[src/rtl/gate_sensor_fsm_if.sv]
// Pulse interface between the barrier sensor front end and parking_ctrl.
// The sensor FSM is the producer (master); parking_ctrl is the consumer (slave)
// and supplies the occupancy status back as `full`.
interface gate_sensor_fsm_if;
    logic full;
    logic entry_pulse;
    logic exit_pulse;
    logic reject_pulse;
    logic busy;
    logic fault;

    modport master (
        input  full,
        output entry_pulse,
        output exit_pulse,
        output reject_pulse,
        output busy,
        output fault
    );

    modport slave (
        output full,
        input  entry_pulse,
        input  exit_pulse,
        input  reject_pulse,
        input  busy,
        input  fault
    );
endinterface

[src/rtl/gate_sensor_fsm.sv]
// Barrier beam-break front end: synchronises and debounces the outer (a) and
// inner (b) beams, follows the vehicle through the a/b overlap sequence and
// emits one-cycle entry / exit / reject strobes. Malformed sequences and
// vehicles that stall inside the barrier raise a fault that clears when both
// beams are clear again.
module gate_sensor_fsm #(
    parameter int DEBOUNCE_CYCLES = 16,
    parameter int TIMEOUT_CYCLES  = 100000
) (
    input  logic              clk,
    input  logic              rst_n,
    input  logic              sensor_a,
    input  logic              sensor_b,
    gate_sensor_fsm_if.master pulse
);
    localparam int DB_W = $clog2(DEBOUNCE_CYCLES + 1);
    localparam int TO_W = $clog2(TIMEOUT_CYCLES + 1);

    typedef enum logic [2:0] {
        IDLE,
        IN_A,
        IN_AB,
        IN_B,
        OUT_B,
        OUT_AB,
        OUT_A,
        FAULT
    } state_t;

    // Bit 1 carries the outer beam (a), bit 0 the inner beam (b).
    logic [1:0] raw;
    logic [1:0] db;

    assign raw = {sensor_a, sensor_b};

    // Identical synchroniser + debounce channel for each beam.
    generate
        for (genvar gi = 0; gi < 2; gi++) begin : g_sensor
            logic            sync1_reg;
            logic            sync2_reg;
            logic            db_reg;
            logic [DB_W-1:0] cnt_reg;

            // 2-FF synchroniser, then count consecutive samples that disagree
            // with the debounced level; adopt the new level after enough of them.
            always_ff @(posedge clk) begin
                if (!rst_n) begin
                    sync1_reg <= 1'b0;
                    sync2_reg <= 1'b0;
                    db_reg    <= 1'b0;
                    cnt_reg   <= '0;
                end else begin
                    sync1_reg <= raw[gi];
                    sync2_reg <= sync1_reg;
                    if (sync2_reg == db_reg) begin
                        cnt_reg <= '0;
                    end else if (cnt_reg == DB_W'(DEBOUNCE_CYCLES - 1)) begin
                        db_reg  <= sync2_reg;
                        cnt_reg <= '0;
                    end else begin
                        cnt_reg <= cnt_reg + DB_W'(1);
                    end
                end
            end

            assign db[gi] = db_reg;
        end
    endgenerate

    state_t          state_reg;
    state_t          state_next;
    logic [TO_W-1:0] tmo_reg;
    logic [TO_W-1:0] tmo_next;
    logic            entry_reg;
    logic            entry_next;
    logic            exit_reg;
    logic            exit_next;
    logic            reject_reg;
    logic            reject_next;
    logic            busy_reg;
    logic            fault_reg;

    // Sequence transitions on the debounced pair {a,b}; a level matching the
    // current state's own pattern leaves the state unchanged. The stall
    // counter only runs while a vehicle sits in one transit state.
    always_comb begin
        state_next  = state_reg;
        tmo_next    = '0;
        entry_next  = 1'b0;
        exit_next   = 1'b0;
        reject_next = 1'b0;

        case (state_reg)
            IDLE: begin
                case (db)
                    2'b10:   state_next = IN_A;
                    2'b01:   state_next = OUT_B;
                    2'b11:   state_next = FAULT;
                    default: ;
                endcase
            end
            IN_A: begin
                case (db)
                    2'b11:   state_next = IN_AB;
                    2'b00:   state_next = IDLE;
                    2'b01:   state_next = FAULT;
                    default: ;
                endcase
            end
            IN_AB: begin
                case (db)
                    2'b01:   state_next = IN_B;
                    2'b10:   state_next = IN_A;
                    2'b00:   state_next = FAULT;
                    default: ;
                endcase
            end
            IN_B: begin
                case (db)
                    2'b00: begin
                        state_next = IDLE;
                        if (pulse.full) begin
                            reject_next = 1'b1;
                        end else begin
                            entry_next = 1'b1;
                        end
                    end
                    2'b11:   state_next = IN_AB;
                    2'b10:   state_next = FAULT;
                    default: ;
                endcase
            end
            OUT_B: begin
                case (db)
                    2'b11:   state_next = OUT_AB;
                    2'b00:   state_next = IDLE;
                    2'b10:   state_next = FAULT;
                    default: ;
                endcase
            end
            OUT_AB: begin
                case (db)
                    2'b10:   state_next = OUT_A;
                    2'b01:   state_next = OUT_B;
                    2'b00:   state_next = FAULT;
                    default: ;
                endcase
            end
            OUT_A: begin
                case (db)
                    2'b00: begin
                        state_next = IDLE;
                        exit_next  = 1'b1;
                    end
                    2'b11:   state_next = OUT_AB;
                    2'b01:   state_next = FAULT;
                    default: ;
                endcase
            end
            FAULT: begin
                if (db == 2'b00) begin
                    state_next = IDLE;
                end
            end
            default: state_next = IDLE;
        endcase

        if (state_reg != IDLE && state_reg != FAULT && state_next == state_reg) begin
            if (tmo_reg == TO_W'(TIMEOUT_CYCLES - 1)) begin
                state_next = FAULT;
            end else begin
                tmo_next = tmo_reg + TO_W'(1);
            end
        end
    end

    // State, stall counter and all status outputs registered together.
    always_ff @(posedge clk) begin
        if (!rst_n) begin
            state_reg  <= IDLE;
            tmo_reg    <= '0;
            entry_reg  <= 1'b0;
            exit_reg   <= 1'b0;
            reject_reg <= 1'b0;
            busy_reg   <= 1'b0;
            fault_reg  <= 1'b0;
        end else begin
            state_reg  <= state_next;
            tmo_reg    <= tmo_next;
            entry_reg  <= entry_next;
            exit_reg   <= exit_next;
            reject_reg <= reject_next;
            busy_reg   <= (state_next != IDLE);
            fault_reg  <= (state_next == FAULT);
        end
    end

    assign pulse.entry_pulse  = entry_reg;
    assign pulse.exit_pulse   = exit_reg;
    assign pulse.reject_pulse = reject_reg;
    assign pulse.busy         = busy_reg;
    assign pulse.fault        = fault_reg;

endmodule

[src/flat_wrapper.sv]
// flat-port wrapper written by rule: the top's interface ports become plain ports
module gate_sensor_fsm_flat 
#(
    parameter int DEBOUNCE_CYCLES = 16,
    parameter int TIMEOUT_CYCLES  = 100000
)
  (clk, rst_n, sensor_a, sensor_b, pulse_full, pulse_entry_pulse, pulse_exit_pulse, pulse_reject_pulse, pulse_busy, pulse_fault);
  gate_sensor_fsm_if pulse_i ();
  input  logic clk;
  input  logic rst_n;
  input  logic sensor_a;
  input  logic sensor_b;
  input wire logic [$bits(pulse_i.full)-1:0] pulse_full;
  output wire logic [$bits(pulse_i.entry_pulse)-1:0] pulse_entry_pulse;
  output wire logic [$bits(pulse_i.exit_pulse)-1:0] pulse_exit_pulse;
  output wire logic [$bits(pulse_i.reject_pulse)-1:0] pulse_reject_pulse;
  output wire logic [$bits(pulse_i.busy)-1:0] pulse_busy;
  output wire logic [$bits(pulse_i.fault)-1:0] pulse_fault;
  assign pulse_i.full = pulse_full;
  assign pulse_entry_pulse = pulse_i.entry_pulse;
  assign pulse_exit_pulse = pulse_i.exit_pulse;
  assign pulse_reject_pulse = pulse_i.reject_pulse;
  assign pulse_busy = pulse_i.busy;
  assign pulse_fault = pulse_i.fault;
  gate_sensor_fsm #(.DEBOUNCE_CYCLES(DEBOUNCE_CYCLES), .TIMEOUT_CYCLES(TIMEOUT_CYCLES)) u_core (.clk(clk), .rst_n(rst_n), .sensor_a(sensor_a), .sensor_b(sensor_b), .pulse(pulse_i));
endmodule
[config.mk]
export PLATFORM = sky130hd
export DESIGN_NAME = gate_sensor_fsm_flat
export DESIGN_NICKNAME = d
export VERILOG_FILES = /design/src/rtl/gate_sensor_fsm_if.sv /design/src/rtl/gate_sensor_fsm.sv /design/src/flat_wrapper.sv
export SDC_FILE = /design/constraint.sdc
export NUM_CORES = 1
export LEC_CHECK = 0
export CAP_MARGIN = 10
export CORE_AREA = 2 2 64 66
export DETAILED_ROUTE_END_ITERATION = 16
export DIE_AREA = 0 0 66 68
export GPL_ROUTABILITY_DRIVEN = 0
export GPL_TIMING_DRIVEN = 0
export PLACE_DENSITY = 0.66
export SLEW_MARGIN = 15
export SYNTH_ARGS = -nofsm -noshare
export SYNTH_HDL_FRONTEND = slang
export SYNTH_SLANG_ARGS = --single-unit
export TNS_END_PERCENT = 5
[constraint.sdc]
create_clock -name clk -period 2 [get_ports clk]
set_input_delay 0.4 -clock clk [delete_from_list [all_inputs] [get_ports clk]]
set_output_delay 0.4 -clock clk [all_outputs]
set_load 0.01 [all_outputs]
==> flow_metrics.env, run 1 <==
export IMPL_outcome="finished, violations left"
export IMPL_violations="setup timing"
export IMPL_criticalPathCategory="register to register"
export IMPL_power_per_cell_area_nw_per_um2=731
export IMPL_syn_to_final_growth_pct=17.1
export IMPL_synth_most_common_cell="sky130_fd_sc_hd__dfxtp_1"
export IMPL_io_buffers=9
export IMPL_maxSlewViolCount=0
export IMPL_antenna_cells=0
export IMPL_drv_max_cap_violation_count=0
export IMPL_cts_tree="built"
export IMPL_number_of_antenna_violations_at_the_first_check_in_global_routing=0
export IMPL_yosysWarningCount=0
export IMPL_initial_core_util_pct=46.7
export IMPL_clock_path_buffers=2
export IMPL_worst_path_buffer_plus_inverter_count=1
export IMPL_synth_top_cells_by_count="sky130_fd_sc_hd__dfxtp_1 (41), sky130_fd_sc_hd__nor2_1 (33), sky130_fd_sc_hd__nand3_1 (12), sky130_fd_sc_hd__xor2_1 (12)"
export IMPL_asyncSetResetFlopFracSynth_pct=0
export IMPL_critPathRequiredTime_ps=2190
export IMPL_p_leak_nw=0.765
export IMPL_finClkSkew_ps=10.9
export IMPL_detailroute_via_count=1331
export IMPL_htreeDepth=2
export IMPL_endpoint_kind="register"
export IMPL_worstPathArrival_ps=2350
export IMPL_stdcell_area_um2=2110
export IMPL_place_hpwl_mm=2.10
export IMPL_biggest_cell_delay_along_the_critical_path_ps=500
export IMPL_syn_cell_area_um2=1800
export IMPL_post_route_drc_count=0
export IMPL_drt_pass1_iter_count=4
export IMPL_drt_total_wl_mm=3.05
export IMPL_first_pass_grt_wire_length_mm=5.31
export IMPL_synth_cell_type_count=40
export IMPL_setup_slack_ps=-152
export IMPL_final_net_count=229
export IMPL_worstHoldPathType="register to register"
export IMPL_rsz0062_at_grt="yes"
export IMPL_grt_overflow_total=0
export IMPL_synth_seq_cells=41
export IMPL_root_buffer="sky130_fd_sc_hd__clkbuf_8"
export IMPL_tritoncts_num_buffers=5
export IMPL_library_cell_contributing_the_largest_single_delay_on_the_critical_path="sky130_fd_sc_hd__or4b_1"
export IMPL_boundaryPins=10
export IMPL_timing_hold_violations_final=0
export IMPL_layout_drive_gt1_share_pct=8.18
export IMPL_post_cts_hold_buffer_count=0
export IMPL_tightest_slew_ps=615
export IMPL_clk_transition_reported_paths_ps=80
export IMPL_cts_sinks=41
export IMPL_worst_slew_margin_rel_pct=58.7
export IMPL_netlist_instances=200
export IMPL_crit_chain="or4b_1 > or4_1 > or4_4 > nand3_4 > buf_4 > nor2_1"
export IMPL_drt_vias_per_instance=4.93
export IMPL_globalRouteTotalUtil_pct=16.2
export IMPL_die_w_um=66
export IMPL_syn_mean_instance_area_um2=9.00
export IMPL_avgRoutedWirePerCell_um=11.3
export IMPL_total_power_mw=1.54
export IMPL_cp_max_fo=4
export IMPL_library_cell_occupying_the_most_area_in_the_post_synthesis_netlist="sky130_fd_sc_hd__dfxtp_1"
export IMPL_core_area_um2=3860
export IMPL_synth_ff_type="sky130_fd_sc_hd__dfxtp_1"
export IMPL_yosysSeqAreaShare_pct=45.6
export IMPL_rows=23
export IMPL_timing_critical_path_max_delay_family="simple AND/OR/NAND/NOR gates"
export IMPL_largest_register_ff_count=17
export IMPL_top_cells_by_area_in_the_synthesized_netlist="sky130_fd_sc_hd__dfxtp_1 (46%), sky130_fd_sc_hd__nor2_1 (6.9%), sky130_fd_sc_hd__xor2_1 (5.8%)"
export IMPL_synthesis_nets=210
export IMPL_worst_skew_pair_late_latency_ps=300
export IMPL_final_period_utilization_pct=108
export IMPL_max_freq_mhz=465
export IMPL_drtAntennaViolNets=0
export IMPL_period_needed_ps=2150
export IMPL_number_of_design_rule_violations_left_by_the_first_detailed_router_iteration=58
export IMPL_setup_viol=21
export IMPL_placedInstanceArea_um2=1960
export IMPL_die_h_um=68
export IMPL_first_global_vias=1233
export IMPL_synth_edff_count=0
export IMPL_cp_launch_type="register"
export IMPL_fp_dieArea_um2=4490
export IMPL_pin_count_of_the_biggest_net_entering_global_routing=14
export IMPL_peak_supply_drop_mv=0.355
export IMPL_yosys_area_top_type_share_pct=45.6
-- power breakdown --
group / total (mW) / internal, mW / switching (mW)
clock: 0.697 / 0.406 / 0.291
combinational: 0.0209 / 0.0115 / 0.00938
sequential: 0.823 / 0.820 / 0.00226
-- routing by layer --
metal | global-route usage, % | share of wire (%) | vias up
li1 | - | - | 706
met1 | 17.7 | 47 | 609
met2 | 27.5 | 48 | 11
met3 | 6.41 | 3.2 | 5
met4 | 7.65 | 2.1 | 0
met5 | 0 | 0 | -
-- path summary, 6_finish.rpt --
kind	slack (ps)	startpoint	endpoint	cells past startpoint
hold reg to reg	430	u_core.g_sensor[1].sync1_reg	u_core.g_sensor[1].sync2_reg	1
hold / removal	430	u_core.g_sensor[1].sync1_reg	u_core.g_sensor[1].sync2_reg	1
setup / recovery	-150	u_core.tmo_reg[5]	u_core.tmo_reg[15]	6
setup reg to reg	-150	u_core.tmo_reg[5]	u_core.tmo_reg[15]	6
-- logic make-up (layout without fill, tap and decap cells) --
logic type	Yosys count	after routing	share of synthesized area, %
adder cells (fa/ha/maj)	5	5	3.47
flip-flops	41	41	45.6
XOR/XNOR	22	22	10.7
AO/OA/AOI/OAI	18	18	6.67
buffers and inverters	17	37	3.96
multiplexers	3	3	1.67
AND/OR/NAND/NOR	94	94	27.9
-- what timing repair did --
item | in CTS | in global routing
setup endpoints to repair | 21 | 21
gates cloned | 1 | 0
buffers inserted | 2 | 0
pin swaps | 3 | 1
gates resized for setup | 3 | 0
-- layout by cell type (no fill, tap or decap), types with 7 or more instances in the layout --
master,count
sky130_fd_sc_hd__clkdlybuf4s50_1,9
sky130_fd_sc_hd__dfxtp_1,40
sky130_fd_sc_hd__inv_1,10
sky130_fd_sc_hd__nand2_1,7
sky130_fd_sc_hd__nand3_1,12
sky130_fd_sc_hd__nor2_1,33
sky130_fd_sc_hd__nor2b_1,10
sky130_fd_sc_hd__xnor2_1,10
sky130_fd_sc_hd__xor2_1,12
-- final cells by class --
| cell class | count | area [um^2] |
|---|---|---|
| flip-flops and latches | 41 | 822 |
| clock buffers | 6 | 82.6 |
| repair buffers | 12 | 116 |
| multi-input cells | 142 | 916 |
| fillers | 370 | 1750 |
| clock inverters | 2 | 37.5 |
| inverters | 10 | 37.5 |
| plain buffers | 7 | 33.8 |
| well taps | 50 | 62.6 |
-- through the flow --
stage	setup slack, ps	TNS [ps]	std cells	utilization, %	hold WS (ps)
final	-152	-2970	270	54.7	426
after global routing	-248	-4760	270	54.7	456
after detailed placement	-203	-2930	259	50.8	418
after global placement	-207	-2960	259	50.8	415
after floorplan	-94.9	-1140	200	-	412
after CTS	-161	-3120	270	54.7	428
Power figures use the tool's default switching activity.
==> run 2, diff against run 1 <==
--- a/config.mk
+++ b/config.mk
@@ -7,11 +7,13 @@
 export LEC_CHECK = 0
 export CAP_MARGIN = 10
 export CORE_AREA = 2 2 64 66
+export CTS_CLUSTER_SIZE = 16
 export DETAILED_ROUTE_END_ITERATION = 16
 export DIE_AREA = 0 0 66 68
 export GPL_ROUTABILITY_DRIVEN = 0
 export GPL_TIMING_DRIVEN = 0
 export PLACE_DENSITY = 0.66
+export SKIP_LAST_GASP = 1
 export SLEW_MARGIN = 15
 export SYNTH_ARGS = -nofsm -noshare
 export SYNTH_HDL_FRONTEND = slang
==> run 2 against run 1 <==
  * Combinational power is essentially flat
  * Critical path type unchanged
  * The run still ends with setup timing left
  * Final cell count unchanged
  * Hold slack is essentially flat
  * Clock power hardly changed
  * Critical endpoint is now u_core.tmo_reg[13]
  * Sequential power is essentially flat
  * Register-to-register slack hardly changed
  * Core utilization about the same
  * Total power barely moved
  * First-iteration DRC count rose by 8.6%
  * Non-clock buffer count unchanged
  * Sequential share of layout area about the same
==> flow_metrics.env, run 2 (synthesis results as in run 1) <==
export IMPL_outcome="finished, violations left"
export IMPL_violations="setup timing"
export IMPL_worst_path_buffer_plus_inverter_count=1
export IMPL_drt_total_wl_mm=3.04
export IMPL_cts_tree="built"
export IMPL_initial_core_util_pct=46.7
export IMPL_endpoint_kind="register"
export IMPL_criticalPathCategory="register to register"
export IMPL_first_global_vias=1231
export IMPL_post_route_drc_count=0
export IMPL_die_w_um=66
export IMPL_setup_slack_ps=-155
export IMPL_post_cts_hold_buffer_count=0
export IMPL_number_of_design_rule_violations_left_by_the_first_detailed_router_iteration=63
export IMPL_htreeDepth=2
export IMPL_timing_hold_violations_final=0
export IMPL_io_buffers=9
export IMPL_grt_overflow_total=0
export IMPL_worstHoldPathType="register to register"
export IMPL_final_core_utilization_pct=54.6
export IMPL_final_period_utilization_pct=108
export IMPL_place_hpwl_mm=2.10
export IMPL_worst_skew_pair_late_latency_ps=300
export IMPL_largest_register_ff_count=17
export IMPL_peak_supply_drop_mv=0.354
export IMPL_nFillCells=369
export IMPL_rsz0062_at_grt="yes"
export IMPL_root_buffer="sky130_fd_sc_hd__clkbuf_8"
export IMPL_syn_to_final_growth_pct=17.0
export IMPL_most_common_layout_cells="sky130_fd_sc_hd__dfxtp_1 (41), sky130_fd_sc_hd__nor2_1 (33), sky130_fd_sc_hd__nand3_1 (12), sky130_fd_sc_hd__xor2_1 (12)"
export IMPL_globalRouteTotalUtil_pct=16.2
export IMPL_stdcell_area_um2=2110
export IMPL_critPathRequiredTime_ps=2190
export IMPL_rows=23
export IMPL_antenna_cells=0
export IMPL_clock_path_buffers=2
export IMPL_tightest_slew_ps=613
export IMPL_clk_transition_reported_paths_ps=80
export IMPL_tritoncts_num_buffers=5
export IMPL_boundaryPins=10
export IMPL_worstPathArrival_ps=2350
export IMPL_core_area_um2=3860
export IMPL_period_needed_ps=2160
export IMPL_finClkSkew_ps=10.9
export IMPL_biggest_cell_delay_along_the_critical_path_ps=500
export IMPL_avgRoutedWirePerCell_um=11.3
export IMPL_mostFrequentLayoutCell="sky130_fd_sc_hd__dfxtp_1"
export IMPL_detailroute_via_count=1331
export IMPL_timing_critical_path_max_delay_family="simple AND/OR/NAND/NOR gates"
export IMPL_total_power_mw=1.54
export IMPL_first_pass_grt_wire_length_mm=5.31
export IMPL_dp_worst_setup_slack_ps=-203
export IMPL_power_per_cell_area_nw_per_um2=731
export IMPL_drtAntennaViolNets=0
export IMPL_die_h_um=68
export IMPL_maxSlewViolCount=0
export IMPL_setup_tns_ps=-3030
export IMPL_setup_viol=21
export IMPL_cts_sinks=41
export IMPL_max_freq_mhz=464
export IMPL_number_of_antenna_violations_at_the_first_check_in_global_routing=0
export IMPL_p_leak_nw=0.764
export IMPL_placedInstanceArea_um2=1960
export IMPL_crit_chain="or4b_1 > or4_1 > or4_4 > nand3_4 > buf_4 > nor2_1"
export IMPL_layout_drive_gt1_share_pct=7.73
export IMPL_drt_pass1_iter_count=4
export IMPL_cp_launch_type="register"
export IMPL_final_net_count=229
export IMPL_cp_max_fo=4
export IMPL_library_cell_contributing_the_largest_single_delay_on_the_critical_path="sky130_fd_sc_hd__or4b_1"
export IMPL_fp_dieArea_um2=4490
export IMPL_pin_count_of_the_biggest_net_entering_global_routing=14
export IMPL_drt_vias_per_instance=4.93
export IMPL_worst_slew_margin_rel_pct=58.8
export IMPL_drv_max_cap_violation_count=0
-- run 2: final timing paths --
kind,startpoint,endpoint,slack [ps],cells past startpoint
setup / recovery,u_core.tmo_reg[5],u_core.tmo_reg[13],-160,6
hold / removal,u_core.g_sensor[1].sync1_reg,u_core.g_sensor[1].sync2_reg,430,1
setup reg to reg,u_core.tmo_reg[5],u_core.tmo_reg[13],-160,6
hold reg to reg,u_core.g_sensor[1].sync1_reg,u_core.g_sensor[1].sync2_reg,430,1
-- run 2: worst reg2reg max path, cell delays in order (launching register included) --
cell                      delay [ps]
sky130_fd_sc_hd__dfxtp_1         330
sky130_fd_sc_hd__or4b_1          500
sky130_fd_sc_hd__or4_1           480
sky130_fd_sc_hd__or4_4           450
sky130_fd_sc_hd__nand3_4         110
sky130_fd_sc_hd__buf_4           140
sky130_fd_sc_hd__nor2_1           40
-- run 2: where the power goes --
| group | internal, mW | switching, mW | total (mW) |
|---|---|---|---|
| sequential | 0.821 | 0.00226 | 0.823 |
| clock | 0.406 | 0.290 | 0.696 |
| combinational | 0.0115 | 0.00938 | 0.0209 |
-- run 2: cell type report --
cell class / instances / area, um^2 / area share (%)
buffer: 7 / 33.8 / 1.60
clock buffer: 6 / 82.6 / 3.92
clock inverter: 2 / 37.5 / 1.78
inverter: 10 / 37.5 / 1.78
multi-input combinational: 142 / 916 / 43.5
sequential: 41 / 821 / 39.0
tap: 50 / 62.6 / 2.97
timing repair buffer: 12 / 116 / 5.52
-- run 2: repair_timing --
action,in CTS,in global routing
hold endpoints to repair,0,0
gates cloned,1,0
resized for setup,2,0
buffers inserted,2,0
endpoints found under the setup margin,21,21
-- run 2: metrics by stage --
step / hold WS (ps) / instances
2_1_floorplan: 412 / 200
3_3_place_gp: 415 / 259
3_5_place_dp: 418 / 259
4_1_cts: 428 / 270
5_1_grt: 456 / 270
6_report: 426 / 270
-- run 2: routing by layer --
| metal | GRT usage, % | wire, um | vias to the layer above |
|---|---|---|---|
| li1 | - | - | 707 |
| met1 | 17.8 | 1420 | 608 |
| met2 | 27.4 | 1450 | 11 |
| met3 | 6.41 | 97 | 5 |
| met4 | 7.65 | 65 | 0 |
| met5 | 0 | 0 | - |
==> run 3, diff against run 2 <==
--- a/config.mk
+++ b/config.mk
@@ -5,14 +5,15 @@
 export SDC_FILE = /design/constraint.sdc
 export NUM_CORES = 1
 export LEC_CHECK = 0
-export CAP_MARGIN = 10
+export CAP_MARGIN = 20
 export CORE_AREA = 2 2 64 66
 export CTS_CLUSTER_SIZE = 16
 export DETAILED_ROUTE_END_ITERATION = 16
 export DIE_AREA = 0 0 66 68
+export DONT_BUFFER_PORTS = 1
 export GPL_ROUTABILITY_DRIVEN = 0
 export GPL_TIMING_DRIVEN = 0
-export PLACE_DENSITY = 0.66
+export PLACE_DENSITY = 0.63
 export SKIP_LAST_GASP = 1
 export SLEW_MARGIN = 15
 export SYNTH_ARGS = -nofsm -noshare
==> run 3 against run 2 <==
  * The flow still finishes with violations (setup timing)
  * First-iteration DRC count up 9.5%
  * Sequential power barely moved
  * Sequential share of layout area grew 2.2 points
  * Clock-buffer cell count down 1
  * Clock skew decreased by 2.4 ps
  * Core utilization decreased by 3.0 points
  * Critical path depth stayed put
  * Global-route usage is 0.47 points higher
  * Final area fell by 5.4%
  * Total power is 5.4% lower
  * Hold slack got worse by 250 ps
  * Critical path type unchanged
==> flow_metrics.env, run 3 (synthesis results as in run 1) <==
export IMPL_fp_dieArea_um2=4490
export IMPL_antenna_cells=0
export IMPL_stdcell_area_um2=1990
export IMPL_endpoint_kind="register"
export IMPL_drt_pass1_iter_count=4
export IMPL_setup_slack_ps=-188
export IMPL_cp_launch_type="register"
export IMPL_worst_slew_margin_rel_pct=61.6
export IMPL_core_area_um2=3860
export IMPL_globalRouteTotalUtil_pct=16.6
export IMPL_boundaryPins=10
export IMPL_period_needed_ps=2190
export IMPL_clock_path_buffers=2
export IMPL_cp_max_fo=10
export IMPL_tritoncts_num_buffers=5
export IMPL_number_of_design_rule_violations_left_by_the_first_detailed_router_iteration=69
export IMPL_most_common_layout_cells="sky130_fd_sc_hd__dfxtp_1 (41), sky130_fd_sc_hd__nor2_1 (33), sky130_fd_sc_hd__nand3_1 (12), sky130_fd_sc_hd__xor2_1 (12)"
export IMPL_violations="setup timing"
export IMPL_pin_count_of_the_biggest_net_entering_global_routing=13
export IMPL_total_power_mw=1.46
export IMPL_clk_transition_reported_paths_ps=70
export IMPL_initial_core_util_pct=46.7
export IMPL_criticalPathCategory="register to register"
export IMPL_grtUsageMet2_pct=27.4
export IMPL_die_w_um=66
export IMPL_worst_skew_pair_late_latency_ps=290
export IMPL_fin_hold_ws_ps=179
export IMPL_setup_viol=21
export IMPL_syn_to_final_growth_pct=10.7
export IMPL_p_leak_nw=0.724
export IMPL_drt_total_wl_mm=3.00
export IMPL_layout_drive_gt1_share_pct=7.18
export IMPL_rsz0062_at_grt="yes"
export IMPL_final_core_utilization_pct=51.7
export IMPL_finClkSkew_ps=8.49
export IMPL_final_net_count=219
export IMPL_grt_met3_usage_pct=3.78
export IMPL_crit_path_start="u_core.tmo_reg[5]"
export IMPL_drtAntennaViolNets=0
export IMPL_die_h_um=68
export IMPL_place_hpwl_mm=2.24
export IMPL_number_of_antenna_violations_at_the_first_check_in_global_routing=0
export IMPL_outcome="finished, violations left"
export IMPL_rows=23
export IMPL_gr_max_usage_layer="met2"
export IMPL_use_met1_pct=19.3
export IMPL_detailroute_via_count=1326
export IMPL_maxSlewViolCount=0
export IMPL_placedInstanceArea_um2=1870
export IMPL_cts_sinks=41
export IMPL_rr_startpoint="u_core.tmo_reg[5]"
export IMPL_first_global_vias=1347
export IMPL_cts_tree="built"
export IMPL_largest_register_ff_count=17
export IMPL_post_route_drc_count=0
export IMPL_holdCritStartpoint="pulse_full"
export IMPL_post_cts_hold_buffer_count=0
export IMPL_max_freq_mhz=457
export IMPL_avgRoutedWirePerCell_um=11.6
export IMPL_timing_hold_violations_final=0
export IMPL_io_buffers=0
export IMPL_htreeDepth=2
export IMPL_worstPathArrival_ps=2370
export IMPL_worstHoldPathType="input port to register"
export IMPL_mostFrequentLayoutCell="sky130_fd_sc_hd__dfxtp_1"
export IMPL_drv_max_cap_violation_count=0
export IMPL_setup_tns_ps=-3680
export IMPL_first_pass_grt_wire_length_mm=5.63
export IMPL_root_buffer="sky130_fd_sc_hd__clkbuf_8"
export IMPL_final_period_utilization_pct=109
export IMPL_peak_supply_drop_mv=0.493
export IMPL_critPathRequiredTime_ps=2180
export IMPL_power_per_cell_area_nw_per_um2=731
export IMPL_grt_overflow_total=0
export IMPL_tightest_slew_ps=571
export IMPL_drt_vias_per_instance=5.12
run 3: report_power, final:
part / internal (mW) / total (mW) / switching (mW)
registers: 0.821 / 0.823 / 0.00252
clock network: 0.362 / 0.622 / 0.260
logic: 0.00485 / 0.0109 / 0.00603
total: 1.19 / 1.46 / 0.268
run 3: cell type report:
type | instances | area, um^2
Fill cell | 369 | 1860
Multi-Input combinational cell | 142 | 916
Sequential cell | 41 | 821
Clock buffer | 5 | 68.8
Tap cell | 50 | 62.6
Buffer | 7 | 37.5
Inverter | 10 | 37.5
Clock inverter | 2 | 35.0
Timing Repair Buffer | 2 | 15.0
run 3: critical path, stage by stage, from the launching register on:
cell	delay [ps]
sky130_fd_sc_hd__dfxtp_1	330
sky130_fd_sc_hd__or4b_1	500
sky130_fd_sc_hd__or4_1	490
sky130_fd_sc_hd__or4_4	460
sky130_fd_sc_hd__nand3_4	120
sky130_fd_sc_hd__buf_8	130
sky130_fd_sc_hd__nor2_1	50
run 3: final timing paths:
path         slack [ps]  depth (start not counted)                            to
min                 180                          1      u_core.pulse.entry_pulse
max                -190                          6             u_core.tmo_reg[5]
min reg2reg         440                          1  u_core.g_sensor[0].sync2_reg
max reg2reg        -190                          6             u_core.tmo_reg[5]
run 3: stage by stage:
step,setup slack (ps),cells
finish,-188,259
global route,-263,259
CTS,-204,259
detailed placement,-216,250
global placement,-213,250
floorplan,-94.9,200
run 3: layer usage:
layer,wire (um),vias up
met5,0,-
met4,104,0
met3,100,12
met2,1390,19
met1,1400,616
li1,-,679
run 3: what timing repair did:
item | CTS | global route
endpoints found under the setup margin | 21 | 21
pin swaps | 1 | 0
gates resized for setup | 0 | 1
gates cloned | 0 | 0
setup buffers | 2 | 0
==> patch 1: new RTL, settings of run 1 <==
The 8 states of `state_t` get a Gray code encoding in 3 bits.
--- a/src/rtl/gate_sensor_fsm.sv
+++ b/src/rtl/gate_sensor_fsm.sv
@@ -17,14 +17,14 @@
     localparam int TO_W = $clog2(TIMEOUT_CYCLES + 1);
 
     typedef enum logic [2:0] {
-        IDLE,
-        IN_A,
-        IN_AB,
-        IN_B,
-        OUT_B,
-        OUT_AB,
-        OUT_A,
-        FAULT
+        IDLE   = 3'b000,
+        IN_A   = 3'b001,
+        IN_AB  = 3'b011,
+        IN_B   = 3'b010,
+        OUT_B  = 3'b110,
+        OUT_AB = 3'b111,
+        OUT_A  = 3'b101,
+        FAULT  = 3'b100
     } state_t;
 
     // Bit 1 carries the outer beam (a), bit 0 the inner beam (b).
Behaviour: no difference found for any inputs over 10 cycles, from zero or initial values and one cycle with rst_n low; not proved beyond that.
==> patch 1 against run 1 <==
Highest routed layer unchanged. Sequential cell count stayed put. Area after synthesis down 6.2%. Wire length down 4.9%. Worst setup slack improved by 0.28 ns. Sequential share of layout area increased by 2.9 points. Critical endpoint is now u_core.tmo_reg[16]$_SDFF_PP0_. Largest power group unchanged. Cell area shrank 7.0%. First-iteration DRC count is 53% higher. Total power shrank 4.4%.
==> patch 1: results (changes against run 1) <==
* Outcome: complete, no violations
* Slew HR at 76.05% (+17 points)
* Worst-path maximum fanout at 5 (+1)
* Synth cell count leaders: dfxtp_1 (41), nor2_1 (32), xnor2_1 (12)
* FFs w/ async S/R, synth at 0% (unchanged)
* Pre-CTS setup slack at 0.02718 ns (+0.2302 ns)
* Layout cells sized above 1 at 8.586% (+0.40 points)
* Worst Path Arrival at 2.08 ns (-0.27 ns)
* Layout Nets at 208 (-9.2%)
* Distinct cells, synth at 32 (-20%)
* Post-CTS Resized at 0 (-3)
* Clk_lat worst skew at 0.29 ns
* Clock root buffer master: clkbuf_8
* DR iter-0 viols at 89 (+53%)
* Overall Global Routing Usage at 15.04% (-1.1 points)
* Antenna violations before repair at 0 (unchanged)
* Total leakage power at 0.6402 nW (-16%)
* Vias/cell at 5.048 (+2.4%)
* Synth top area cells: dfxtp_1 (49%), nor2_1 (7.1%), xnor2_1 (6.2%), ha_1 (3.7%), xor2_1 (3.1%)
* Vias in the first global route at 1224 (-0.73%)
* First-pass GRT wire length at 5161 µm (-2.9%)
* Postcts setup bufs at 0 (-2)
* Skew final at 0.003054 ns (-0.007822 ns)
* Wire per inst at 11.69 µm (+3.5%)
* Hold Path Class: register to register
* H-tree depth at 2 (unchanged)
* CTS buffer count at 5 (unchanged)
* DP HPWL at 2138 µm (+1.6%)
* Port bufs at 9 (unchanged)
* Worst vdd ir at 444.0 µV (+25%)
* Clock slew at reported path FFs at 0.07 ns
* CTS max path bufs at 2 (unchanged)
* Sequential fraction of the synthesis area at 48.59% (+3.0 points)
* Yosys warning count at 0 (unchanged)
* Top FF cell, synth: dfxtp_1
* N_diodes at 0 (unchanged)
* Largest net degree at the start of global routing at 13 (-1)
* Post-Syn Nets at 192 (-8.6%)
* Flip-flop count of the largest register after layout at 17 (unchanged)
## patch 1: changes by cell type after synthesis, sizes merged, moves of 3 or more
cell and delta:
nor4bb +3, or3 +4, and3 -4, nor3 +3
xor2 -6, nor2b -9, a21oi +4, nand4 +3
nand3 -6
## patch 1: stage by stage
stage                     instances  area (µm²)  hold slack (ns)
after floorplan                 182        1689           0.4119
after global placement          241        1842           0.4213
after detailed placement        241        1842           0.4256
after CTS                       248        1946           0.4455
after global routing            248        1961           0.4658
final                           248        1961           0.4397
## patch 1: logic make-up (layout without fill, tap and decap cells)
group	after synthesis	count (layout)	synth area share (%)
AND/OR/NAND/NOR	82	82	26.74
multiplexers	2	2	1.185
adder cells (fa/ha/maj)	5	5	3.704
AO/OA/AOI/OAI	18	18	6.741
flip-flops	41	41	48.59
buffers and inverters	16	32	3.704
XOR/XNOR	18	18	9.333
## patch 1: per-layer routing
layer  up-vias  track usage, %  routed length [µm]
met5         -               0                   0
met4         0           8.163                  56
met3         7           5.099                 115
met2        15           26.77                1482
met1       586           15.71                1245
li1        644               -                   -
## patch 1: final cells by class
type,count,area [µm²]
fillers,366,1896
flip-flops and latches,41,822.0
multi-input cells,125,818.3
repair buffers,9,90.09
clock buffers,5,68.82
well taps,50,62.56
inverters,10,37.54
clock inverters,2,35.03
plain buffers,6,26.28
## patch 1: critical path, stage by stage, from the launching register on
cell     delay (ns)
dfxtp_1        0.39
ha_4           0.17
nand3_2        0.12
or4_4          0.60
or3_1          0.36
a21oi_1        0.15
## patch 1: where the power goes
part           leakage [nW]  internal [mW]  switching [mW]
registers             0.332          0.821         0.00243
logic                 0.255         0.0123         0.00911
clock network        0.0540          0.362           0.266
## patch 1: worst paths after layout
kind	endpoint	cells past startpoint	slack, ns	start
worst min-delay path	u_core.g_sensor[0].sync2_reg$_SDFF_PN0_	1	0.44	u_core.g_sensor[0].sync1_reg$_SDFF_PN0_
worst min register to register	u_core.g_sensor[0].sync2_reg$_SDFF_PN0_	1	0.44	u_core.g_sensor[0].sync1_reg$_SDFF_PN0_
worst max register to register	u_core.tmo_reg[16]$_SDFF_PP0_	5	0.13	u_core.tmo_reg[1]$_SDFF_PP0_
worst max-delay path	u_core.tmo_reg[16]$_SDFF_PP0_	5	0.13	u_core.tmo_reg[1]$_SDFF_PP0_
==> patch 2: new RTL, settings of run 1 <==
Without the edit above. `TIMEOUT_CYCLES` is set to 100000 in 2 places; all go to 400000.
--- a/src/rtl/gate_sensor_fsm.sv
+++ b/src/rtl/gate_sensor_fsm.sv
@@ -5,7 +5,7 @@
 // beams are clear again.
 module gate_sensor_fsm #(
     parameter int DEBOUNCE_CYCLES = 16,
-    parameter int TIMEOUT_CYCLES  = 100000
+    parameter int TIMEOUT_CYCLES  = 400000
 ) (
     input  logic              clk,
     input  logic              rst_n,
--- a/src/flat_wrapper.sv
+++ b/src/flat_wrapper.sv
@@ -2,7 +2,7 @@
 module gate_sensor_fsm_flat 
 #(
     parameter int DEBOUNCE_CYCLES = 16,
-    parameter int TIMEOUT_CYCLES  = 100000
+    parameter int TIMEOUT_CYCLES  = 400000
 )
   (clk, rst_n, sensor_a, sensor_b, pulse_full, pulse_entry_pulse, pulse_exit_pulse, pulse_reject_pulse, pulse_busy, pulse_fault);
   gate_sensor_fsm_if pulse_i ();
Formal check against the unedited RTL: same outputs for any inputs over 10 cycles, from zero or initial values and one cycle with rst_n low; that may be too few to reach the edited logic, so the function may still have changed.
==> patch 2 against run 1 <==
Via count increased by 7.6%. Combinational power is essentially flat. Worst setup slack improved by 0.33 ns. Area after synthesis grew 6.3%. Wire length rose by 14%. Non-clock buffer count shrank 3. Sequential cell count rose by 2. Cell area grew 3.6%. Total power increased by 0.19%. Largest cell class unchanged. Highest routed layer unchanged.
==> patch 2: results (changes against run 1) <==
* Outcome: complete, no violations
* DR iter-0 viols at 129 (+120%)
* Min-Delay Startpoint: u_core.g_sensor[0].sync1_reg$_SDFF_PN0_
* Antenna violations before repair at 0 (unchanged)
* Worst vdd ir at 495.9 µV (+40%)
* Crit-path max cell delay at 0.49 ns
* Vias in the first global route at 1366 (+11%)
* Total leakage power at 0.7912 nW (+3.5%)
* Final WL at 3466 µm (+14%)
* Distinct cells, synth at 38 (-5.0%)
* Largest net degree at the start of global routing at 15 (+1)
* Vias/cell at 5.226 (+6.0%)
* 1st-pass router iterations at 4 (unchanged)
* Worst Path Arrival at 2.01 ns (-0.34 ns)
* Internal reg-to-reg setup slack at 0.18 ns (+0.33 ns)
* First-pass GRT wire length at 5920 µm (+11%)
* Yosys warning count at 0 (unchanged)
* Fill count at 333 (-10%)
* Hold Path Class: register to register
* Port bufs at 9 (unchanged)
* Slew HR at 60.98% (+2.3 points)
* Sequential fraction of the synthesis area at 44.97% (-0.62 points)
* FFs w/ async S/R, synth at 0% (unchanged)
* Synth top area cells: dfxtp_1 (45%), xor2_1 (6.9%), nor2_1 (6.7%), xnor2_1 (4.1%), ha_1 (3.3%)
* CTS buffer count at 5 (unchanged)
* DP HPWL at 2593 µm (+23%)
* Clock slew at reported path FFs at 0.08 ns (about the same)
* N_diodes at 0 (unchanged)
* Skew final at 0.005943 ns (-0.004933 ns)
* Kind of cell adding the most delay to the critical path: simple AND/OR/NAND/NOR gates
* Overall Global Routing Usage at 17.46% (+1.3 points)
* Slowest-stage cell, CP: o311ai_4
* Worst-path maximum fanout at 10 (+6)
* Post-Syn Nets at 217 (+3.3%)
* Layout Nets at 233 (+1.7%)
* Clk_lat worst skew at 0.29 ns
* Critical path launch point: u_core.tmo_reg[11]$_SDFF_PP0_
* Final hold vios at 0 (unchanged)
* Flip-flop count of the largest register after layout at 19 (+2)
* Layout cells sized above 1 at 7.589% (-0.59 points)
* Hold_ws at 0.4424 ns (+0.01686 ns)
* Clock root buffer master: clkbuf_8
* Synth cell count leaders: dfxtp_1 (43), nor2_1 (34), xor2_1 (15)
==> patch 2: power breakdown <==
group          internal [mW]  total [mW]  switching [mW]
combinational         0.0116      0.0209         0.00925
clock                  0.371       0.660           0.289
sequential             0.860       0.863         0.00236
==> patch 2: cell type report <==
cell class	count	share of cell area, %
tap	50	2.864
multi-input combinational	148	45.25
sequential	43	39.40
inverter	9	1.546
timing repair buffer	9	4.124
buffer	7	1.661
clock buffer	5	3.150
clock inverter	3	2.005
==> patch 2: metrics by stage <==
step	instances	power (mW)	worst slack, ns	instance area [µm²]	util, %
4_1_cts	274	1.564	0.08290	2180	56.52
6_report	274	1.544	0.1753	2185	56.65
3_3_place_gp	266	0.9034	0.1922	2067	53.60
2_1_floorplan	207	0.8911	0.3998	1914	-
3_5_place_dp	266	0.9041	0.1132	2067	53.60
5_1_grt	274	1.604	0.04099	2185	56.65
==> patch 2: cells by family (layout without fill, tap and decap cells) <==
kind of cell,count (synthesis),in the layout,synth area share (%)
multiplexers,3,3,1.569
buffers and inverters,16,33,3.660
adder cells (fa/ha/maj),5,5,3.268
XOR/XNOR,24,24,10.98
AO/OA/AOI/OAI,19,19,7.844
AND/OR/NAND/NOR,97,97,27.71
flip-flops,43,43,44.97
==> patch 2: path summary, 6_finish.rpt <==
| path | endpoint | cells past startpoint |
|---|---|---|
| setup reg to reg | u_core.tmo_reg[9]$_SDFF_PP0_ | 5 |
| setup / recovery | u_core.tmo_reg[9]$_SDFF_PP0_ | 5 |
| hold / removal | u_core.g_sensor[0].sync2_reg$_SDFF_PN0_ | 1 |
| hold reg to reg | u_core.g_sensor[0].sync2_reg$_SDFF_PN0_ | 1 |
==> patch 2: layer usage <==
metal | vias up | part of all wire (%) | track usage [%]
met4 | 0 | 1.6 | 6.888
met5 | - | 0 | 0
met1 | 671 | 43 | 18.76
li1 | 729 | - | -
met2 | 25 | 52 | 32.45
met3 | 7 | 3.6 | 4.934
==> patch 2: timing repair <==
item,4_1_cts,5_1_grt
gates resized for setup,0,1
endpoints found under the hold margin,0,0
setup endpoints to repair,0,3
buffers inserted,0,0
==> patch 2: worst register-to-register path, cell delays in order (launching register included) <==
cell and delay, ns:
dfxtp_1 0.37, nor4bb_1 0.37, nand3_1 0.22, o311ai_4 0.49
buf_6 0.21, nor2_1 0.06
